### src/rtl/ahblite_interconnect_arbiter.sv
// Per-slave AHB-Lite arbiter: round-robin address-phase grant with burst/lock/INCR
// hold, plus data-phase owner tracking for HRDATA/HRESP return routing.

module ahb_arb_req_dec (
  input  logic       sel_i,
  input  logic [1:0] trans_i,
  output logic       req_o
);
  assign req_o = sel_i & (trans_i != 2'b00);
endmodule

module ahblite_interconnect_arbiter #(
  parameter int MASTER     = 2,
  parameter int MIDX_WIDTH = (MASTER > 1) ? $clog2(MASTER) : 1
) (
  input  logic                  HCLK,
  input  logic                  HRESETn,
  input  logic [MASTER-1:0]     mst_HSEL_i,
  input  logic [2*MASTER-1:0]   mst_HTRANS_i,
  input  logic [3*MASTER-1:0]   mst_HBURST_i,
  input  logic [MASTER-1:0]     mst_HMASTLOCK_i,
  input  logic                  slv_HREADY_i,
  input  logic                  slv_HRESP_i,
  output logic [MASTER-1:0]     mst_grant_o,
  output logic [MIDX_WIDTH-1:0] mst_grant_id_o,
  output logic                  grant_vld_o,
  output logic [MASTER-1:0]     dphase_sel_o,
  output logic                  dphase_vld_o
);

  localparam logic [1:0] ST_IDLE  = 2'd0;
  localparam logic [1:0] ST_OWN   = 2'd1;
  localparam logic [1:0] ST_BURST = 2'd2;
  localparam logic [1:0] ST_LOCK  = 2'd3;

  localparam logic [1:0] TR_BUSY   = 2'b01;
  localparam logic [1:0] TR_NONSEQ = 2'b10;
  localparam logic [1:0] TR_SEQ    = 2'b11;
  localparam logic [2:0] BU_INCR   = 3'b001;

  logic [1:0]            state_q, state_d;
  logic [MASTER-1:0]     grant_q, grant_d;
  logic [MIDX_WIDTH-1:0] gid_q, gid_d;
  logic [MIDX_WIDTH-1:0] rr_q, rr_d;
  logic [3:0]            cnt_q, cnt_d;
  logic                  err_q, err_d;
  logic [MASTER-1:0]     dsel_q, dsel_d;
  logic                  dvld_q, dvld_d;

  logic [MASTER-1:0]     req;
  logic [1:0]            own_trans;
  logic [2:0]            own_burst;
  logic                  own_lock, own_req, gvld, accept;
  logic                  hold_lock, hold_burst, hold_incr, hold;
  logic                  win_found;
  logic [MIDX_WIDTH-1:0] win_id;

  ahb_arb_req_dec u_dec [MASTER-1:0] (
    .sel_i   (mst_HSEL_i),
    .trans_i (mst_HTRANS_i),
    .req_o   (req)
  );

  function automatic logic [3:0] beats_left(input logic [2:0] b);
    case (b)
      3'd2, 3'd3: beats_left = 4'd3;
      3'd4, 3'd5: beats_left = 4'd7;
      3'd6, 3'd7: beats_left = 4'd15;
      default:    beats_left = 4'd0;
    endcase
  endfunction

  assign gvld = (state_q != ST_IDLE);

  always_comb begin
    own_trans = '0;
    own_burst = '0;
    own_lock  = 1'b0;
    own_req   = 1'b0;
    for (int m = 0; m < MASTER; m++) begin
      if (gid_q == MIDX_WIDTH'(m)) begin
        own_trans = mst_HTRANS_i[m*2 +: 2];
        own_burst = mst_HBURST_i[m*3 +: 3];
        own_lock  = mst_HMASTLOCK_i[m];
        own_req   = req[m];
      end
    end
  end

  assign accept = slv_HREADY_i & gvld & own_req;

  // Round-robin: first requester at offset 1..MASTER from the last owner.
  always_comb begin
    win_found = 1'b0;
    win_id    = '0;
    for (int i = 1; i <= MASTER; i++) begin
      for (int m = 0; m < MASTER; m++) begin
        if (!win_found && req[m] && ((int'(rr_q) + i) % MASTER == m)) begin
          win_found = 1'b1;
          win_id    = MIDX_WIDTH'(m);
        end
      end
    end
  end

  // ERROR first cycle kills the remaining burst; err_q masks INCR hold until HREADY.
  always_comb begin
    cnt_d = cnt_q;
    err_d = err_q;
    if (slv_HRESP_i && !slv_HREADY_i) begin
      cnt_d = '0;
      err_d = 1'b1;
    end else if (accept) begin
      if (own_trans == TR_NONSEQ)                  cnt_d = beats_left(own_burst);
      else if (own_trans == TR_SEQ && cnt_q != '0) cnt_d = cnt_q - 4'd1;
    end
    if (slv_HREADY_i) err_d = 1'b0;
  end

  assign hold_lock  = gvld & own_lock;
  assign hold_burst = gvld & (cnt_d != '0);
  assign hold_incr  = gvld & ~err_q & (own_burst == BU_INCR) &
                      ((own_trans == TR_SEQ) | (own_trans == TR_BUSY));
  assign hold       = hold_lock | hold_burst | hold_incr;

  always_comb begin
    state_d = state_q;
    grant_d = grant_q;
    gid_d   = gid_q;
    rr_d    = rr_q;
    dsel_d  = dsel_q;
    dvld_d  = dvld_q;
    if (slv_HREADY_i) begin
      if (hold) begin
        state_d = own_lock ? ST_LOCK : ST_BURST;
      end else if (win_found) begin
        state_d = ST_OWN;
        gid_d   = win_id;
        for (int m = 0; m < MASTER; m++) grant_d[m] = (win_id == MIDX_WIDTH'(m));
        if (!gvld || win_id != gid_q) rr_d = win_id;
      end else begin
        state_d = ST_IDLE;
        grant_d = '0;
        gid_d   = '0;
      end
      dsel_d = accept ? grant_q : '0;
      dvld_d = accept;
    end
  end

  always_ff @(posedge HCLK) begin
    if (!HRESETn) begin
      state_q <= ST_IDLE;
      grant_q <= '0;
      gid_q   <= '0;
      rr_q    <= MIDX_WIDTH'(MASTER - 1);
      cnt_q   <= '0;
      err_q   <= 1'b0;
      dsel_q  <= '0;
      dvld_q  <= 1'b0;
    end else begin
      state_q <= state_d;
      grant_q <= grant_d;
      gid_q   <= gid_d;
      rr_q    <= rr_d;
      cnt_q   <= cnt_d;
      err_q   <= err_d;
      dsel_q  <= dsel_d;
      dvld_q  <= dvld_d;
    end
  end

  assign mst_grant_o    = grant_q;
  assign mst_grant_id_o = gid_q;
  assign grant_vld_o    = gvld;
  assign dphase_sel_o   = dsel_q;
  assign dphase_vld_o   = dvld_q;

endmodule

### config.mk
export PLATFORM = sky130hd
export DESIGN_NAME = ahblite_interconnect_arbiter
export DESIGN_NICKNAME = d
export VERILOG_FILES = /design/src/rtl/ahblite_interconnect_arbiter.sv
export SDC_FILE = /design/constraint.sdc
export NUM_CORES = 1
export LEC_CHECK = 0
export CORE_MARGIN = 10
export CORE_UTILIZATION = 28
export DETAILED_ROUTE_END_ITERATION = 16
export PLACE_DENSITY = 0.58
export SKIP_CTS_REPAIR_TIMING = 1
export SYNTH_ARGS = -nofsm -noshare
export SYNTH_HDL_FRONTEND = slang
export SYNTH_SLANG_ARGS = --single-unit
### constraint.sdc
create_clock -name HCLK -period 4.1 [get_ports HCLK]
set_clock_uncertainty 0.1 [all_clocks]
set_input_delay 0.41 -clock HCLK [delete_from_list [all_inputs] [get_ports HCLK]]
set_output_delay 0.41 -clock HCLK [all_outputs]
set_load 0.1 [all_outputs]
# Word-level counts from Yosys, hierarchy flattened
# Index checks and enable logic that the tools add are counted.
word_totals:
  register_bits: 14
  out_inout_bits: 7
op_classes:
  addsub: 3
  eq_ne: 13
  n_mux: 22
  bitwise_logic: 18
  n_reduce_logical: 28
ops:
  columns: ["op", "count"]
  rows:
  - ["$logic_not 32->1", 2]
  - ["$mux 4", 4]
  - ["$eq 3x3->1 const B", 4]
  - ["$mux 1", 12]
  - ["$pmux 4 s3", 1]
  - ["$and 1x1->1", 9]
  - ["$logic_and 1x1->1", 9]
  - ["$eq 2x2->1 const B", 4]
  - ["$mux 2", 4]
  - ["$reduce_bool 4->1", 2]
  - ["$reduce_or 2->1", 4]
  - ["$eq 3x2->1 const B", 2]
  - ["$reduce_bool 2->1", 3]
  - ["$logic_not 1->1", 5]
  - ["$not 1->1", 4]
  - ["$reduce_and 4->1", 1]
  - ["$sub 4x1->4 const B", 1]
  - ["$eq 3x1->1 const B", 1]
  - ["$mux 3", 1]
  - ["$or 1x1->1", 3]
  - ["$add 1x1->1 const B", 2]
  - ["$and 1x1->1 const A", 2]
  - ["$eq 2x1->1 const B", 1]
  - ["$reduce_and 2->1", 1]
  - ["2 further kinds", 2]

# Longest topological paths before layout
# Gate-level depths: netlist of run 1.
logic_depth:
  ltp_word: 20
  mapped_depth: 10
  ltp_nobuf: 10

# By module
# A second synthesis of run 1 with hierarchy kept.
hier_totals:
  hier_cells: 112
  area_unflattened_um2: 959.7
modules_own_cells:
  columns: ["mod", "n_inst", "cells_each", "area_each_um2", "seq_area_each_um2"]
  rows:
  - ["ahblite_interconnect_arbiter", 1, 110, 944.7, 260.2]
  - ["ahb_arb_req_dec", 2, 1, 7.5, 0.0]

# Worst setup path before layout of run 1
# Ideal clock, no wire load.
synth_timing:
  path_kind: "flip-flop to flip-flop"
  startpoint: "register mst_grant_o[1] (netlist name)"
  endpoint: "register rr_q"
  setup_time_ns: 0.127
  arrival_time_ns: 2.891
  setup_slack_ns: 0.982
  stages_incl_launch_ff: 9
  n_path_buf: 1
  period_less_slack_ns: 3.118
  cell_sequence: "dfxtp_1 -> clkbuf_8 -> mux2_2 -> a211oi_2 -> o32ai_1 -> or2_1 -> o41ai_4 -> a41o_2 -> a31oi_1"
synth_lines:
  columns: ["item", "line_no", "text"]
  rows:
  - ["end signal: assignment", "156", "rr_q <= MIDX_WIDTH'(MASTER - 1);"]
  - ["end signal: assignment", "165", "rr_q <= rr_d;"]
  - ["end: declaration", "44", "logic [MIDX_WIDTH-1:0] rr_q, rr_d;"]

==> impl_metrics.tcl, run 1 <==
set metrics [dict create \
    outcome "finished, final reports clean" \
    grt_pass1_vias 995 \
    async_flop_share_pct 0 \
    drive_gt1_share_pct 12.32 \
    cap_violations 0 \
    max_slew_margin_pct 34.09 \
    cts_tree "yes" \
    crit_required_ns 4.14 \
    die_x_um 78.58 \
    nets 158 \
    core_area_um2 3337 \
    vdd_drop_max_mv 0.1328 \
    htreeDepth 1 \
    cp_max_fo 22 \
    hold_class "register to register" \
    critPathArrivalTime_ns 3.04 \
    drt-total-wl_um 2693 \
    grt_max_degree 23 \
    area_growth_syn_to_layout_pct 28.12 \
    rrSetupSlack_ns 1.10 \
    met1_length_um 1265 \
    syn_inst 115 \
    rsz0062_at_grt "no" \
    initial_utilization_pct 28.80 \
    grt_pass1_wl_um 4629 \
    clk_pin_slew_ns 0.08 \
    timing.fmax_ghz 0.3332 \
    place_hpwl_um 2156 \
    cp-start-kind "register" \
    synth_flop_cell "dfxtp_1" \
    synth-edff-count 0 \
    met2WireLength_um 1180 \
    cts_buffer_depth 2 \
    r2r_cells 8 \
    vias 966 \
    yosys.area.top_type_share_pct 27.08 \
    fin_crit_sh_pct 73.20 \
    gp_congestion 0.8671 \
    postSynthAreaPerCell_um2 8.356 \
    syn-cell-area_um2 960.9 \
    synth.area.top_cells "dfxtp_1, mux2i_1, nand2_1" \
    num_rows 21 \
    antenna_found_initial 0 \
    fin_cells 184 \
    ios 25 \
    fill_cells 360 \
    ys_warn_count 0 \
    vias_per_cell 5.250 \
    dpl.cell_count 180 \
    antennaDiodeCount 0 \
    setup_ws_ns 1.099 \
    setup-violations-final 0 \
    timing.hold.worst_endpoint "mst_grant_o[0]" \
    remaining_drc_errors 0 \
    p_leak_nw 0.4424 \
    whs_path_depth 2 \
    clock_latency_ns 0.27 \
    r2r-end "rr_q" \
    drtPass1Iterations 4 \
    holdWs_ns 0.4079 \
    synth-seq-cells 13 \
    cts-buffers-inserted 3 \
    worst_pin_slew_ns 0.9856 \
    hold_viol 0 \
    wl_per_cell_um 14.64 \
    end_kind "register" \
    synth_nets 134 \
    r2r-start "mst_grant_o[1]" \
    seq_area_frac_synth_pct 27.08 \
    detailedPlace.worstSlack_ns 0.9846 \
    final.min_clock_period_ns 3.001 \
    drt_iter0_markers 68 \
    yosysTopAreaCell "dfxtp_1" \
    gr-total-overflow 0 \
    highest_layer "met4" \
    maxSlewViolCount 0 \
    path_class "register to register" \
    portBuffers 24 \
    die_height_um 78.58 \
    clock_sinks 13 \
    cts-root-buf "clkbuf_4" \
    grt_usage_pct 9.040 \
    hold_path_startpoint "mst_grant_o[0]" \
    synth_cell_types 48 \
    met3_length_um 203 \
    fin_util_pct 36.90 \
    power_density_nw_per_um2 263.8 \
    dieArea_um2 6175 \
    fin_setup_tns_ns 0 \
    antenna_left 0 \
]
-- cells by family (layout without fill, tap and decap cells) --
| family | after synthesis | count (layout) | share of synthesized area, % |
|---|---|---|---|
| DFF | 13 | 13 | 27.08 |
| AOI/OAI and AO/OA | 39 | 39 | 31.25 |
| buffers and inverters | 11 | 34 | 7.942 |
| and+or+nand+nor | 44 | 44 | 25.00 |
| muxes | 7 | 7 | 7.422 |
| adders and majority gates | 1 | 1 | 1.302 |
-- critical path, cell delays in order (launching register included) --
cell and delay [ns]:
dfxtp_1 0.82, and3_1 0.34, o22ai_1 0.14, a211oi_2 0.26, o32ai_1 0.14, or2_1 0.27
o41ai_4 0.50, a41o_2 0.26, a31oi_1 0.03
-- sequential cells by signal, summed over array words and instances, names as in the netlist --
| register | count |
|---|---|
| cnt_q | 4 |
| err_q | 1 |
| state_q | 2 |
| rr_q | 1 |
| dphase_vld_o | 1 |
| mst_grant_o | 2 |
| dphase_sel_o | 2 |
-- cell type report --
| type | instances | area [um^2] | area share, % |
|---|---|---|---|
| Clock buffer | 4 | 26.28 | 2.134 |
| Inverter | 6 | 22.52 | 1.829 |
| Multi-Input combinational cell | 91 | 624.3 | 50.71 |
| Sequential cell | 13 | 260.3 | 21.14 |
| Tap cell | 46 | 57.56 | 4.675 |
| Timing Repair Buffer | 24 | 240.2 | 19.51 |
-- Yosys cell counts, types with 2 or more instances --
master	instances
a21oi_1	7
a22oi_1	2
a31oi_1	5
and2_1	3
and3_1	2
buf_4	2
clkbuf_8	2
dfxtp_1	13
inv_1	5
mux2i_1	6
nand2_1	13
nand3_1	2
nor2_1	8
nor2b_1	4
nor3_1	3
o21a_1	2
o21ai_0	4
o41ai_1	2
-- worst max path at each step --
stage	startpoint	endpoint	slack [ns]	cells past startpoint
floorplan	mst_grant_o[1]	rr_q	0.98	8
global placement	mst_HTRANS_i[0]	rr_q	1.02	9
detailed placement	mst_HTRANS_i[0]	rr_q	0.98	9
CTS	mst_grant_o[1]	rr_q	1.10	8
global route	mst_grant_o[1]	rr_q	0.89	8
finish	mst_grant_o[1]	rr_q	1.10	8
-- layer usage --
| layer | vias up | GRT usage, % |
|---|---|---|
| met1 | 452 | 11.22 |
| met3 | 7 | 2.961 |
| met5 | - | 0 |
| li1 | 476 | - |
| met2 | 31 | 13.90 |
| met4 | 0 | 3.943 |
-- through the flow --
stage	power [W]	area [um^2]
CTS	0.0003272	1231
floorplan	0.0002148	960.9
detailed placement	0.0002484	1205
global route	0.0003419	1231
finish	0.0003248	1231
global placement	0.0002475	1205
-- layout by cell type, fill, tap and decap left out, types with 2 or more instances in the layout --
cell,count
and2_1,3
inv_1,5
nor2b_1,4
nor2_1,8
a22oi_1,2
nand2_1,13
dfxtp_1,13
a31oi_1,5
a21oi_1,7
o21a_1,2
clkbuf_4,3
nor3_1,3
clkdlybuf4s50_1,24
mux2i_1,6
nand3_1,2
o21ai_0,4
o41ai_1,2
and3_1,2
-- power breakdown --
| group | leakage, nW | internal [W] | switching [W] |
|---|---|---|---|
| Clock | 0.0150 | 0.0000377 | 0.0000419 |
| Combinational | 0.322 | 0.0000417 | 0.0000644 |
| Sequential | 0.106 | 0.000131 | 0.00000753 |
| Total | 0.442 | 0.000211 | 0.000114 |
Power figures use the tool's default switching activity.
==> run 2, diff against run 1 <==
Clock period 4.1 ns to 3.1 ns, I/O delays scaled along.
==> run 2 against run 1 <==
Against the previous run: setup slack got worse by 0.74 ns; die area unchanged; design area increased by 1.1%; non-clock buffer count increased by 4; sequential share of layout area decreased by 0.13 points; clock power increased by 31%; sequential power increased by 32%; via count increased by 0.62%; global-route usage decreased by 0.45 points; critical path depth unchanged; cell count increased by 2.2%; largest cell class unchanged; largest power group unchanged.
==> impl_metrics.tcl, run 2 (synthesized netlist as in run 1, its figures left out) <==
set metrics [dict create \
    outcome "finished, final reports clean" \
    wl_per_cell_um 13.96 \
    largest_reg_flops 4 \
    multiInputGateArea_um2 624.3 \
    maxSlewViolCount 0 \
    timing.fmax_ghz 0.3654 \
    cpMaxStageDelayCell "clkdlybuf4s50_1" \
    worst_pin_slew_ns 0.5294 \
    gr-total-overflow 0 \
    cp-start-kind "primary input" \
    cap_violations 0 \
    share_seq_of_total_power_pct 42.7 \
    clk_pin_slew_ns 0.08 \
    clock_latency_ns 0.27 \
    drt-total-wl_um 2624 \
    rsz0062_at_grt "no" \
    vdd_drop_max_mv 0.1582 \
    fin_crit_sh_pct 88.28 \
    initial_utilization_pct 28.80 \
    power_w 0.0004307 \
    cp_max_fo 7 \
    p_leak_nw 0.4758 \
    grt_pass1_wl_um 4333 \
    area_growth_syn_to_layout_pct 29.56 \
    gp_congestion 0.8488 \
    hold_viol 0 \
    die_x_um 78.58 \
    detailedPlace.worstSlack_ns 0.1241 \
    place_hpwl_um 2129 \
    power_switching_w 0.0001501 \
    critPathArrivalTime_ns 2.77 \
    setup-violations-final 0 \
    num_rows 21 \
    ff_latch_area_um2 261.5 \
    portBuffers 24 \
    antenna_left 0 \
    cp.buffers_inverters 1 \
    fin_cells 188 \
    layout_common_cells "clkdlybuf4s50_1, nand2_1, dfxtp_1" \
    remaining_drc_errors 0 \
    power_density_nw_per_um2 346.0 \
    pwr-share-comb_pct 33.2 \
    cts_tree "yes" \
    antennaDiodeCount 0 \
    hold_class "register to register" \
    crit_required_ns 3.13 \
    dpl.cell_count 184 \
    nets 162 \
    drtPass1Iterations 4 \
    clkPwrFrac_pct 24.1 \
    final.min_clock_period_ns 2.737 \
    htreeDepth 1 \
    vias_per_cell 5.170 \
    core_area_um2 3337 \
    max_slew_margin_pct 64.71 \
    ios 25 \
    die_height_um 78.58 \
    dieArea_um2 6175 \
    antenna_found_initial 0 \
    cts-root-buf "clkbuf_4" \
    vias 972 \
    fill_cells 368 \
    final_common_cell "clkdlybuf4s50_1" \
    clock_sinks 13 \
    end_kind "register" \
    fin_setup_tns_ns 0 \
    p_int_w 0.0002805 \
    grt_pass1_vias 931 \
    cts-buffers-inserted 3 \
    cts_buffer_depth 2 \
    crit_family "compound AO/OA/AOI/OAI gates" \
    drt_iter0_markers 51 \
    setup_ws_ns 0.3632 \
    path_class "primary input to register" \
    switching_share_pct 34.86 \
    crit_chain "clkdlybuf4s50_1, o21ai_2, mux2_2, nor2_1, a21oi_1, o41ai_4, a41o_2, a31oi_1" \
    regMostFlops "cnt_q" \
    grt_max_degree 23 \
    drive_gt1_share_pct 20.42 \
    grt_usage_pct 8.587 \
    slowest_delay_ns 0.62 \
]
run 2: cell count changes in the layout (fill, tap and decap cells not counted):
cell,before,now
buf_4,0,11
clkdlybuf4s50_1,24,17
dfxtp_1,13,12
dfxtp_2,0,1
run 2: layer usage:
layer  up-vias  track usage [%]  share of wire (%)
li1        490                -                  -
met1       452            10.67                 50
met2        28            12.66                 43
met3         2            3.303                6.9
met4         0            4.122               0.88
met5         -                0                  0
run 2: per-stage QoR:
step / util, % / instance area, um^2 / hold WS [ns]
2_1_floorplan: - / 962.2 / 0.3382
3_3_place_gp: 36.52 / 1219 / 0.3770
3_5_place_dp: 36.52 / 1219 / 0.3781
4_1_cts: 37.31 / 1245 / 0.4020
5_1_grt: 37.31 / 1245 / 0.4231
6_report: 37.31 / 1245 / 0.3911
run 2: power groups by stage:
stage	clock network [W]	registers [W]	logic, W
2_1_floorplan	0	0.000198	0.0000861
3_3_place_gp	0	0.000188	0.000143
3_5_place_dp	0	0.000188	0.000143
4_1_cts	0.000111	0.000184	0.000144
5_1_grt	0.000117	0.000185	0.000155
6_report	0.000104	0.000184	0.000143
run 2: worst paths after layout:
path                        start              to  slack, ns  cells after the start
setup / recovery  mst_HTRANS_i[0]            rr_q       0.36                      8
hold / removal     mst_grant_o[0]  mst_grant_o[0]       0.39                      2
setup reg to reg   mst_grant_o[1]            rr_q       0.40                      8
hold reg to reg    mst_grant_o[0]  mst_grant_o[0]       0.39                      2
run 2: cell type report:
| cell class | instances | area share (%) |
|---|---|---|
| Tap cell | 46 | 4.623 |
| Clock buffer | 4 | 2.111 |
| Inverter | 6 | 1.809 |
| Timing Repair Buffer | 28 | 20.30 |
| Sequential cell | 13 | 21.01 |
| Multi-Input combinational cell | 91 | 50.15 |
run 2: worst reg2reg max path: stages (launching register included):
cell     delay (ns)
dfxtp_2        0.60
and3b_2        0.29
o22a_2         0.23
a22oi_1        0.18
o32ai_1        0.11
or2_1          0.27
o41ai_4        0.49
a41o_2         0.26
a31oi_1        0.04
==> run 3, diff against run 2 <==
Clock period 3.1 ns to 2.9 ns, I/O delays scaled along.
==> run 3 against run 2 <==
Against the previous run: cell count is 3.2% higher; design area up 3.6%; critical endpoint unchanged; combinational power is 13% higher; first-iteration DRC count is 2.0% higher; register-to-register slack lost 0.19 ns.
==> impl_metrics.tcl, run 3 (synthesized netlist as in run 1, its figures left out) <==
set metrics [dict create \
    holdWs_ns 0.4111 \
    vdd_drop_max_mv 0.2519 \
    timing.fmax_ghz 0.3713 \
    drive_gt1_share_pct 23.65 \
    switching_share_pct 34.82 \
    worst_pin_slew_ns 0.5287 \
    rrSetupSlack_ns 0.21 \
    core_area_um2 3337 \
    p_leak_nw 0.5057 \
    cts-buffers-inserted 3 \
    portBuffers 24 \
    nets 168 \
    cts_tree "yes" \
    regMostFlops "cnt_q" \
    ios 25 \
    htreeDepth 1 \
    grt_max_degree 18 \
    gr-total-overflow 0 \
    vias_per_cell 5.015 \
    antenna_found_initial 0 \
    remaining_drc_errors 0 \
    maxSlewViolCount 0 \
    hold_class "register to register" \
    die_x_um 78.58 \
    detailedPlace.worstSlack_ns -0.02104 \
    fill_cells 380 \
    cp-start-kind "register" \
    crit_chain "inv_1, ha_1, or2b_2, o22a_2, a22oi_1, o32ai_1, or2_1, o41ai_4, a41o_2, a31oi_1" \
    clock_sinks 13 \
    slowest_delay_ns 0.50 \
    initial_utilization_pct 28.80 \
    grt_usage_pct 9.049 \
    area_growth_syn_to_layout_pct 34.25 \
    gp_congestion 0.7809 \
    path_class "register to register" \
    vias 973 \
    place_hpwl_um 2122 \
    hold_viol 0 \
    cp.buffers_inverters 1 \
    wl_per_cell_um 13.86 \
    drtPass1Iterations 4 \
    fin_util_pct 38.66 \
    crit_family "compound AO/OA/AOI/OAI gates" \
    critPathArrivalTime_ns 2.73 \
    cp_max_fo 6 \
    setup_ws_ns 0.2068 \
    drt-total-wl_um 2688 \
    end_kind "register" \
    die_height_um 78.58 \
    cts-root-buf "clkbuf_4" \
    layout_common_cells "clkdlybuf4s50_1, buf_4, nand2_1" \
    cts_buffer_depth 2 \
    grt_pass1_wl_um 4678 \
    num_rows 21 \
    fin_setup_tns_ns 0 \
    clock_latency_ns 0.27 \
    power_switching_w 0.0001630 \
    grt_pass1_vias 1017 \
    antenna_left 0 \
    outcome "finished, final reports clean" \
    cap_violations 0 \
    largest_reg_flops 4 \
    final.min_clock_period_ns 2.693 \
    rsz0062_at_grt "no" \
    clk_pin_slew_ns 0.08 \
    crit_required_ns 2.94 \
    p_int_w 0.0003051 \
    share_seq_of_total_power_pct 41.7 \
    fin_crit_sh_pct 92.87 \
    antennaDiodeCount 0 \
    pwr-share-comb_pct 34.6 \
    max_slew_margin_pct 64.64 \
    cpMaxStageDelayCell "o41ai_4" \
    drt_iter0_markers 52 \
    clkPwrFrac_pct 23.7 \
    dieArea_um2 6175 \
    setup-violations-final 0 \
    power_density_nw_per_um2 362.8 \
]
-- run 3: changes by cell type in the layout (fill, tap and decap cells not counted) --
| cell | change |
|---|---|
| buf_4 | +6 |
-- run 3: area by class of cell --
type / instances / area [um^2] / area share, %
Clock buffer: 4 / 26.28 / 2.037
Inverter: 6 / 22.52 / 1.746
Multi-Input combinational cell: 91 / 624.3 / 48.40
Sequential cell: 13 / 261.5 / 20.27
Tap cell: 46 / 57.56 / 4.462
Timing Repair Buffer: 34 / 297.8 / 23.08
-- run 3: power by group through the flow --
stage	clock, W	combinational [W]	sequential, W
final	0.000111	0.000162	0.000195
after floorplan	0	0.0000920	0.000212
after CTS	0.000117	0.000162	0.000195
after detailed placement	0	0.000160	0.000199
after global routing	0.000125	0.000175	0.000197
after global placement	0	0.000159	0.000199
-- run 3: metrics by stage --
stage          total power, W  cells  area (um^2)
6_report            0.0004680    194         1290
5_1_grt             0.0004970    194         1290
4_1_cts             0.0004737    194         1290
3_5_place_dp        0.0003593    190         1264
3_3_place_gp        0.0003584    190         1264
2_1_floorplan       0.0003039    115        962.2
-- run 3: worst paths after layout --
| path | startpoint | end | depth (start not counted) |
|---|---|---|---|
| worst min-delay path | mst_grant_o[0] | mst_grant_o[0] | 2 |
| worst max register to register | cnt_q[0] | rr_q | 10 |
| worst max-delay path | cnt_q[0] | rr_q | 10 |
| worst min register to register | mst_grant_o[0] | mst_grant_o[0] | 2 |
-- run 3: worst min-delay path: stages (launching register included) --
cell and delay, ns:
dfxtp_1 0.34, nand2_1 0.06, mux2i_1 0.06
-- run 3: per-layer routing --
layer	GRT usage, %	share of wire (%)
met1	11.18	49
met2	13.90	42
met3	3.189	8.9
met4	3.763	0.52
met5	0	0
